==> config.mk <==
export PLATFORM = sky130hd
export DESIGN_NAME = jtdsp16_do_ctrl
export DESIGN_NICKNAME = d
export VERILOG_FILES = /design/src/rtl/jtdsp16_do_ctrl_pkg.sv /design/src/rtl/jtdsp16_do_ctrl.sv
export SDC_FILE = /design/constraint.sdc
export NUM_CORES = 1
export LEC_CHECK = 0
export CAP_MARGIN = 0
export CORE_MARGIN = 2
export CORE_UTILIZATION = 51
export DETAILED_ROUTE_END_ITERATION = 6
export HOLD_SLACK_MARGIN = 0.02
export PLACE_DENSITY = 0.78
export SYNTH_ARGS = -nofsm -noshare
export SYNTH_HDL_FRONTEND = slang
export SYNTH_SLANG_ARGS = --single-unit
==> constraint.sdc <==
create_clock -name clk -period 2.45 [get_ports clk]
set_input_delay 0.245 -clock clk [delete_from_list [all_inputs] [get_ports clk]]
set_output_delay 0.245 -clock clk [all_outputs]
set_load 0.01 [all_outputs]
==> src/rtl/jtdsp16_do_ctrl_pkg.sv <==
`default_nettype none
// ============================================================================
// Module   : jtdsp16_do_ctrl_pkg
// Brief    : Shared state encoding and field widths for the do-loop sequencer.
// Revision : 1.0  initial release
// ============================================================================
package jtdsp16_do_ctrl_pkg;

   localparam int NI_W_DEF = 4;
   localparam int K_W_DEF  = 7;

   typedef enum logic [1:0] {
      ST_IDLE = 2'd0,
      ST_FILL = 2'd1,
      ST_LOOP = 2'd2
   } do_state_t;

endpackage
`default_nettype wire

==> src/rtl/jtdsp16_do_ctrl.sv <==
`default_nettype none
// ============================================================================
// Module   : jtdsp16_do_ctrl
// Brief    : DSP16 do/redo loop sequencer; first pass fills from ROM, then
//            the remaining passes replay from the loop cache with PC held.
// Revision : 1.0  initial release
// ============================================================================
module jtdsp16_do_ctrl
   import jtdsp16_do_ctrl_pkg::*;
#(
   parameter int NI_W = NI_W_DEF,
   parameter int K_W  = K_W_DEF
)(
   input  logic                 clk,
   input  logic                 rst_n,
   input  logic                 cen,
   input  logic                 do_cmd,
   input  logic [NI_W+K_W-1:0]  i_field,
   input  logic                 ins_done,
   output logic                 do_save,
   output logic                 do_start,
   output logic                 do_redo,
   output logic                 do_out,
   output logic                 do_short,
   output logic [NI_W-1:0]      do_pc,
   output logic [NI_W+K_W-1:0]  do_data,
   output logic                 loop_busy,
   output logic                 do_err
);

   do_state_t          r_state;
   logic [NI_W-1:0]    r_ni;
   logic [NI_W-1:0]    r_cnt;
   logic [NI_W-1:0]    r_pc;
   logic [K_W-1:0]     r_iter;
   logic               r_valid;
   logic               r_short;
   logic               r_busy;

   logic [NI_W-1:0]    w_ni;
   logic [K_W-1:0]     w_k;
   logic               w_en;
   logic               w_idle;
   logic               w_fill;
   logic               w_loop;
   logic               w_ni_nz;
   logic               w_k_nz;
   logic               w_iter_one;
   logic               w_fill_last;
   logic               w_pass_end;
   logic               w_new_do;
   logic               w_redo_ok;
   logic               w_redo_bad;
   logic               w_busy_cmd;
   logic               w_fill_go;
   logic               w_exit;

   assign w_ni       = i_field[NI_W+K_W-1:K_W];
   assign w_k        = i_field[K_W-1:0];
   // strobes are silenced while reset is held so every output reads zero
   assign w_en       = cen & rst_n;
   assign w_idle     = (r_state == ST_IDLE);
   assign w_fill     = (r_state == ST_FILL);
   assign w_loop     = (r_state == ST_LOOP);
   assign w_ni_nz    = (w_ni != '0);
   assign w_k_nz     = (w_k != '0);
   assign w_iter_one = (r_iter == K_W'(1));
   assign w_fill_last = w_fill & ins_done & (r_cnt == r_ni - NI_W'(1));
   assign w_pass_end  = w_loop & ins_done & (r_pc == r_ni);

   assign w_new_do   = w_en & w_idle & do_cmd & w_ni_nz & w_k_nz;
   assign w_redo_ok  = w_en & w_idle & do_cmd & ~w_ni_nz & r_valid & w_k_nz;
   assign w_redo_bad = w_en & w_idle & do_cmd & ~w_ni_nz & ~(r_valid & w_k_nz);
   assign w_busy_cmd = w_en & ~w_idle & do_cmd;
   assign w_fill_go  = w_en & w_fill_last & ~w_iter_one;
   assign w_exit     = w_en & w_pass_end & w_iter_one;

   assign do_save    = w_new_do;
   assign do_start   = w_redo_ok | w_fill_go;
   assign do_redo    = w_redo_ok;
   assign do_out     = w_exit;
   assign do_err     = w_redo_bad | w_busy_cmd;

   assign do_short   = r_short;
   assign do_pc      = r_pc;
   assign do_data    = {r_ni, r_iter};
   assign loop_busy  = r_busy;

   always_ff @(posedge clk or negedge rst_n) begin
      if (!rst_n) begin
         r_state <= ST_IDLE;
         r_ni    <= '0;
         r_cnt   <= '0;
         r_pc    <= '0;
         r_iter  <= '0;
         r_valid <= 1'b0;
         r_short <= 1'b0;
         r_busy  <= 1'b0;
      end else if (cen) begin
         case (r_state)
            ST_IDLE: begin
               if (do_cmd) begin
                  if (w_ni_nz) begin
                     if (w_k_nz) begin
                        r_ni    <= w_ni;
                        r_iter  <= w_k;
                        r_cnt   <= '0;
                        r_valid <= 1'b1;
                        r_short <= (w_ni == NI_W'(1));
                        r_state <= ST_FILL;
                        r_busy  <= 1'b1;
                     end
                  end else if (r_valid && w_k_nz) begin
                     // redo: every pass comes from the cache, head already saved
                     r_iter  <= w_k;
                     r_pc    <= NI_W'(1);
                     r_state <= ST_LOOP;
                     r_busy  <= 1'b1;
                  end
               end
            end
            ST_FILL: begin
               if (ins_done) begin
                  r_cnt <= r_cnt + NI_W'(1);
                  if (r_cnt == r_ni - NI_W'(1)) begin
                     if (r_iter == K_W'(1)) begin
                        r_state <= ST_IDLE;
                        r_busy  <= 1'b0;
                     end else begin
                        r_iter  <= r_iter - K_W'(1);
                        r_pc    <= NI_W'(1);
                        r_state <= ST_LOOP;
                     end
                  end
               end
            end
            ST_LOOP: begin
               if (ins_done) begin
                  if (r_pc == r_ni) begin
                     if (r_iter == K_W'(1)) begin
                        r_pc    <= '0;
                        r_state <= ST_IDLE;
                        r_busy  <= 1'b0;
                     end else begin
                        r_iter <= r_iter - K_W'(1);
                        r_pc   <= NI_W'(1);
                     end
                  end else begin
                     r_pc <= r_pc + NI_W'(1);
                  end
               end
            end
            default: begin
               r_state <= ST_IDLE;
               r_busy  <= 1'b0;
            end
         endcase
      end
   end

endmodule
`default_nettype wire

== Yosys cells after proc, flatten, opt, wreduce, memory -nomap -nowiden ==
Cells that the tools add are included.
Storage, ports and cells
  input port bits: 16
  output and inout port bits: 22
  bits in registers: 24
Cells by class
  multiplexer cells: 46
  equal/unequal tests: 19
  reductions and logical operators: 12
  add/subtract/negate cells: 4
  bitwise gates (word level): 26
Operators with widths (count)
  7-bit two-way mux: 9
  4-bit two-way mux: 12
  9-bit AND reduction: 3
  7-bit case mux with 3 select lines: 1
  1-bit bitwise AND: 20
  2-bit two-way mux: 10
  2-bit by 1-bit inequality test with 1-bit output, second input constant: 6
  4-bit case mux with 3 select lines: 1
  1-bit two-way mux: 10
  2-bit inequality test, second input constant: 5
  4-bit by 1-bit adder with 4-bit output, second input constant: 2
  4-bit equality test: 2
  4-bit case mux with 2 select lines: 1
  8-bit AND reduction: 1
  7-bit by 1-bit equality test with 1-bit output, second input constant: 1
  7-bit nonzero test: 1
  7-bit by 1-bit subtractor with 7-bit output, second input constant: 1
  2-bit case mux with 3 select lines: 1
  6-bit AND reduction: 1
  5-bit AND reduction: 1
  4-bit by 1-bit equality test with 1-bit output, second input constant: 1
  1-bit inverter: 4
  4-bit nonzero test: 1
  4-bit by 1-bit subtractor with 4-bit output, second input constant: 1
  other kinds (10): 11

== Depth between registers and ports, before layout ==
  word-level depth: 7
  gate-level depth with buffers: 9

== Least setup slack after synthesis ==
OpenSTA, ideal clock, no wires.
  path kind: register to register
  from: reg r_state[0]
  to: reg r_iter[6]
  data required time: 2.327 ns
  slack: 0.241 ns
  cell stages (with the launch flop): 9
  data arrival time: 2.086 ns
  setup time: 0.123 ns
  buffers on the path: 2
  cell sequence: dfrtp_1 -> inv_1 -> ha_1 -> clkdlybuf4s50_2 -> a31o_2 -> a211oi_2 -> clkbuf_8 -> nand4_1 -> o221a_2
On the way
  cells in the longest elaborated chain, start to end: 3
  elaborated cells between the ends (all ways): 13
  those cells by class: eq/ne: 9; mux: 1; reduce/logical: 3
Ends and longest elaborated chain
  start: declaration: RTL line jtdsp16_do_ctrl.sv:31  | do_state_t r_state;
  start signal: assignment: RTL line jtdsp16_do_ctrl.sv:91  | r_state <= ST_IDLE;
  start signal: assignment: RTL line jtdsp16_do_ctrl.sv:110  | r_state <= ST_FILL;
  start signal: assignment: RTL line jtdsp16_do_ctrl.sv:117  | r_state <= ST_LOOP;
  2-bit equality test (tied with other cells): RTL line jtdsp16_do_ctrl.sv:100  | case (r_state)
  2-bit by 1-bit inequality test with 1-bit output (no source line) (tied with other cells)
  9-bit AND reduction (no source line)
  end signal: assignment: RTL line jtdsp16_do_ctrl.sv:106  | r_iter <= w_k;
  end signal: assignment: RTL line jtdsp16_do_ctrl.sv:115  | r_iter <= w_k;
  end signal: assignment: RTL line jtdsp16_do_ctrl.sv:130  | r_iter <= r_iter - K_W'(1);
  end: declaration: RTL line jtdsp16_do_ctrl.sv:35  | logic [K_W-1:0] r_iter;
Several ways; a longest one is shown, not always the timed one.
A chain may end at the register's enable or synchronous reset.

== Final worst setup path ==
  from: in i_field[2]
  to: out do_save
On the way
  cells in the longest elaborated chain, start to end: 2
Ends and longest elaborated chain
  start: declaration: RTL line jtdsp16_do_ctrl.sv:18  | input logic [NI_W+K_W-1:0] i_field,
  7-bit nonzero test: RTL line jtdsp16_do_ctrl.sv:66  | assign w_k_nz = (w_k != '0);
  1-bit bitwise AND: RTL line jtdsp16_do_ctrl.sv:71  | assign w_new_do = w_en & w_idle & do_cmd & w_ni_nz & w_k_nz;
  end: declaration: RTL line jtdsp16_do_ctrl.sv:20  | output logic do_save,
Every way passes these cells.

==> summary.txt <==
Clocking
  • CTS Root Cell: clkbuf_4
  • Clk slew on worst S/H paths: about 0.15 ns
  • Htree depth: 1
  • CTS tree: yes
  • Worst-Skew Late Latency: roughly 0.32 ns
  • Maximum clock path buffer count: 2
  • # clock sinks: 24
  • CTS Buf Count: 3

STA
  • Setup TNS: 0 ns
  • Final Cycle Share: 0.932
  • Least-Margin Pin Slew: between 0.4 and 0.5 ns
  • Final slew viol count: 0
  • Max-slew headroom: 0.678
  • Setup violators final: 0
  • Worst-case setup margin in the final layout: 0.167 ns
  • RSZ-0062 raised after global routing: false
  • Clock skew: just over 0.003 ns
  • Fmax: roughly 0.44 GHz
  • Final hold viol count: 0
  • Minimum clock period: 2.28 ns
  • Final hold slack: around 0.44 ns

Global route
  • Grt peak-use layer: met2
  • Met3 Use GR: 0.0232
  • Vias in the first global route: 1675
  • M1 GR Usage: 0.334
  • GRT overflow: 0
  • Tot GR Track Use: 0.241
  • Initial antenna violation count: 0
  • Largest net degree at the start of global routing: 25
  • Met2 Usage GRT: 0.410
  • First-pass GRT wire length: between 7 and 8 mm

Outcome
  • Outcome: completed

Die
  • Boundary pin count: 38
  • Die Y: roughly 63 µm
  • Initial core utilization: 0.534
  • Row cnt: 21
  • Die area: 0.00398 mm²
  • Core area: 0.00334 mm²
  • Die width: 63.1 µm

Critical path
  • Critical Path Fanout Max: 2
  • Critical path's slowest cell: or4_4
  • Slowest stage delay, CP: about 0.55 ns
  • Startpoint types: input port
  • Worst setup EP type: primary output
  • Cells along the critical path: clkdlybuf4s50_1, or4_4, buf_4, nor2_2, nor4b_2, and2_1, dlygate4sd2_1
  • Family with the most delay on the worst path: simple AND/OR/NAND/NOR gates
  • Worst EP required: 2.20 ns
  • CP Class: input port to primary output
  • CP arrival: 2.04 ns
  • WP buf/inv: 3

Power and ir drop
  • P_sw: between 1000 and 1500 µW
  • Clock share of power: 0.102
  • Cell internal pwr: 1640 µW
  • Power Density: 1220 mW/mm²
  • Logic pwr share: 0.633
  • Switching share of total power: 0.439
  • P_leak: between 0.001 and 0.0015 µW
  • Max IR drop VDD: between 600 and 700 µV
  • Sequential share of power: 0.265

Finish
  • Final instance area: 0.00240 mm²
  • Reg area: approximately 600 µm²
  • Final cell count without fillers: roughly 300
  • Commonest non-fill, non-tap cell in the layout: clkdlybuf4s50_1
  • # diodes: 0
  • Area delta synth->final: 34.9%
  • Layout cells sized above 1: 0.213
  • Commonest cells after routing, fill and taps aside: clkdlybuf4s50_1, dfrtp_1, buf_4
  • Final-layout fill cell count: between 200 and 300
  • Fin nets: 275
  • Multi-input gate area: roughly 0.0011 mm²

Synth
  • Post-Synthesis Cells: roughly 190
  • Post-synth top flop: dfrtp_1
  • Post-synth EDFFs: 0
  • Synth warnings: 0
  • Avg Cell Area, Syn: around 9.3 µm²
  • Synth Register Bits: 24
  • Syn Nets: 217
  • Sequential-to-total area share from yosys stat: 0.337
  • Post-synthesis cell type count: 50
  • Synth Cell Area: roughly 0.0018 mm²
  • Asr flop ratio synth: 1.00

Placed design
  • Worst slack, placed: -0.0685 ns
  • Placed instance area: between 0.002 and 0.0025 mm²
  • DP Cell Count: between 200 and 300
  • Final Wtd Congestion: roughly 0.86
  • DP Wirelength: about 3.6 mm
  • IO buf count: 37

Routing
  • Drt drc: 0
  • Routed wire length: between 4 and 5 mm
  • Vias per cell: about 5.9
  • Vias: between 1500 and 2000
  • Starting DRT DRC Count: between 150 and 200
  • Routed Antenna Nets: 0
  • Avg WL per Cell: 16.2 µm
  • DR pass1 iterations: 5

Min path
  • Hold crit path type: input port to asynchronous set/reset pin

Flow run
  • MaxCap Viol Count: 0
==> synthesized netlist by cell type (all sizes together), types with 3 or more instances <==
library cell | instances | area share
o31ai | 3 | 0.020
nor2 | 9 | 0.019
dfrtp | 24 | 0.34
nand3 | 15 | 0.042
inv | 17 | 0.036
a41oi | 4 | 0.020
or2 | 3 | 0.011
and3 | 4 | 0.014
nand2b | 4 | 0.014
nor4 | 3 | 0.011
mux2 | 4 | 0.025
nand2 | 10 | 0.021
o211ai | 6 | 0.025
ha | 9 | 0.063
nand4 | 3 | 0.011
or3 | 3 | 0.011
o21ai | 11 | 0.031
a21oi | 6 | 0.017
nor3 | 8 | 0.022
xor2 | 6 | 0.030
and2 | 3 | 0.011
clkbuf | 4 | 0.025
mux2i | 4 | 0.022
==> layer usage <==
layer / part of all wire / routed length (µm)
met1: 0.46 / 2190
met2: 0.49 / 2320
met3: 0.047 / 223
met4: 0.0096 / 46
met5: 0 / 0
==> flip-flops by register name (all words and copies together) (netlist names) <==
signal     cells
r_ni           4
r_iter         7
r_valid        1
r_cnt          4
r_state        2
do_short       1
loop_busy      1
do_pc          4
==> cells by family (layout without fill, tap and decap cells) <==
logic type / after synthesis / in the layout / synth area share
buffers and inverters: 24 / 81 / 0.0801
muxes: 8 / 8 / 0.0478
and+or+nand+nor: 72 / 72 / 0.226
adders and majority gates: 9 / 9 / 0.0632
DFF: 24 / 24 / 0.337
xor gates and xnor gates: 9 / 9 / 0.0520
AOI/OAI and AO/OA: 46 / 46 / 0.193
==> worst register-to-register path, cell delays in order (launching register included) <==
cell and delay (ns):
dfrtp_1 0.44, inv_1 0.08, ha_1 0.31, xor2_1 0.19, nand3_2 0.13, o31ai_4 0.44
nand3_1 0.19, buf_4 0.19, o211ai_1 0.16
==> power by group through the flow <==
stage | clock [µW] | sequential (µW) | combinational, µW
6_report | 299 | 775 | 1850
5_1_grt | 317 | 797 | 2020
4_1_cts | 295 | 767 | 1800
3_5_place_dp | 0 | 772 | 1750
3_3_place_gp | 0 | 761 | 1690
2_1_floorplan | 0 | 786 | 1190
==> path summary, 6_finish.rpt <==
kind	startpoint	endpoint	slack (ns)	depth (start not counted)
max in group asynchronous	rst_n	r_iter[5]$_DFFE_PN0P_	1.77	2
min in group clk	r_valid$_DFFE_PN0P_	r_valid$_DFFE_PN0P_	0.51	1
worst min register to register	r_valid$_DFFE_PN0P_	r_valid$_DFFE_PN0P_	0.51	1
worst max-delay path	i_field[2]	do_save	0.17	7
worst min-delay path	rst_n	r_ni[2]$_DFFE_PN0P_	0.44	2
worst max register to register	r_ni[0]$_DFFE_PN0P_	do_pc[3]$_DFFE_PN0P_	0.26	8
==> what timing repair did <==
action / in CTS / in global routing
gates resized for setup: 11 / 4
pin swaps: 0 / 1
setup endpoints to repair: 5 / 2
setup buffers: 1 / 0
hold buffers: 0 / 0
==> area by class of cell <==
cell class	instances	area share
inverter	17	0.0266
sequential	24	0.250
timing repair buffer	60	0.227
multi-input combinational	144	0.451
clock inverter	1	0.0125
clock buffer	3	0.00938
tap	46	0.0240
==> metrics by stage <==
stage | total power (µW) | utilization
global placement | 2460 | 0.688
finish | 2930 | 0.720
floorplan | 1970 | -
CTS | 2860 | 0.714
detailed placement | 2530 | 0.688
global route | 3130 | 0.720
No activity file was read; power rests on OpenSTA's default activity.
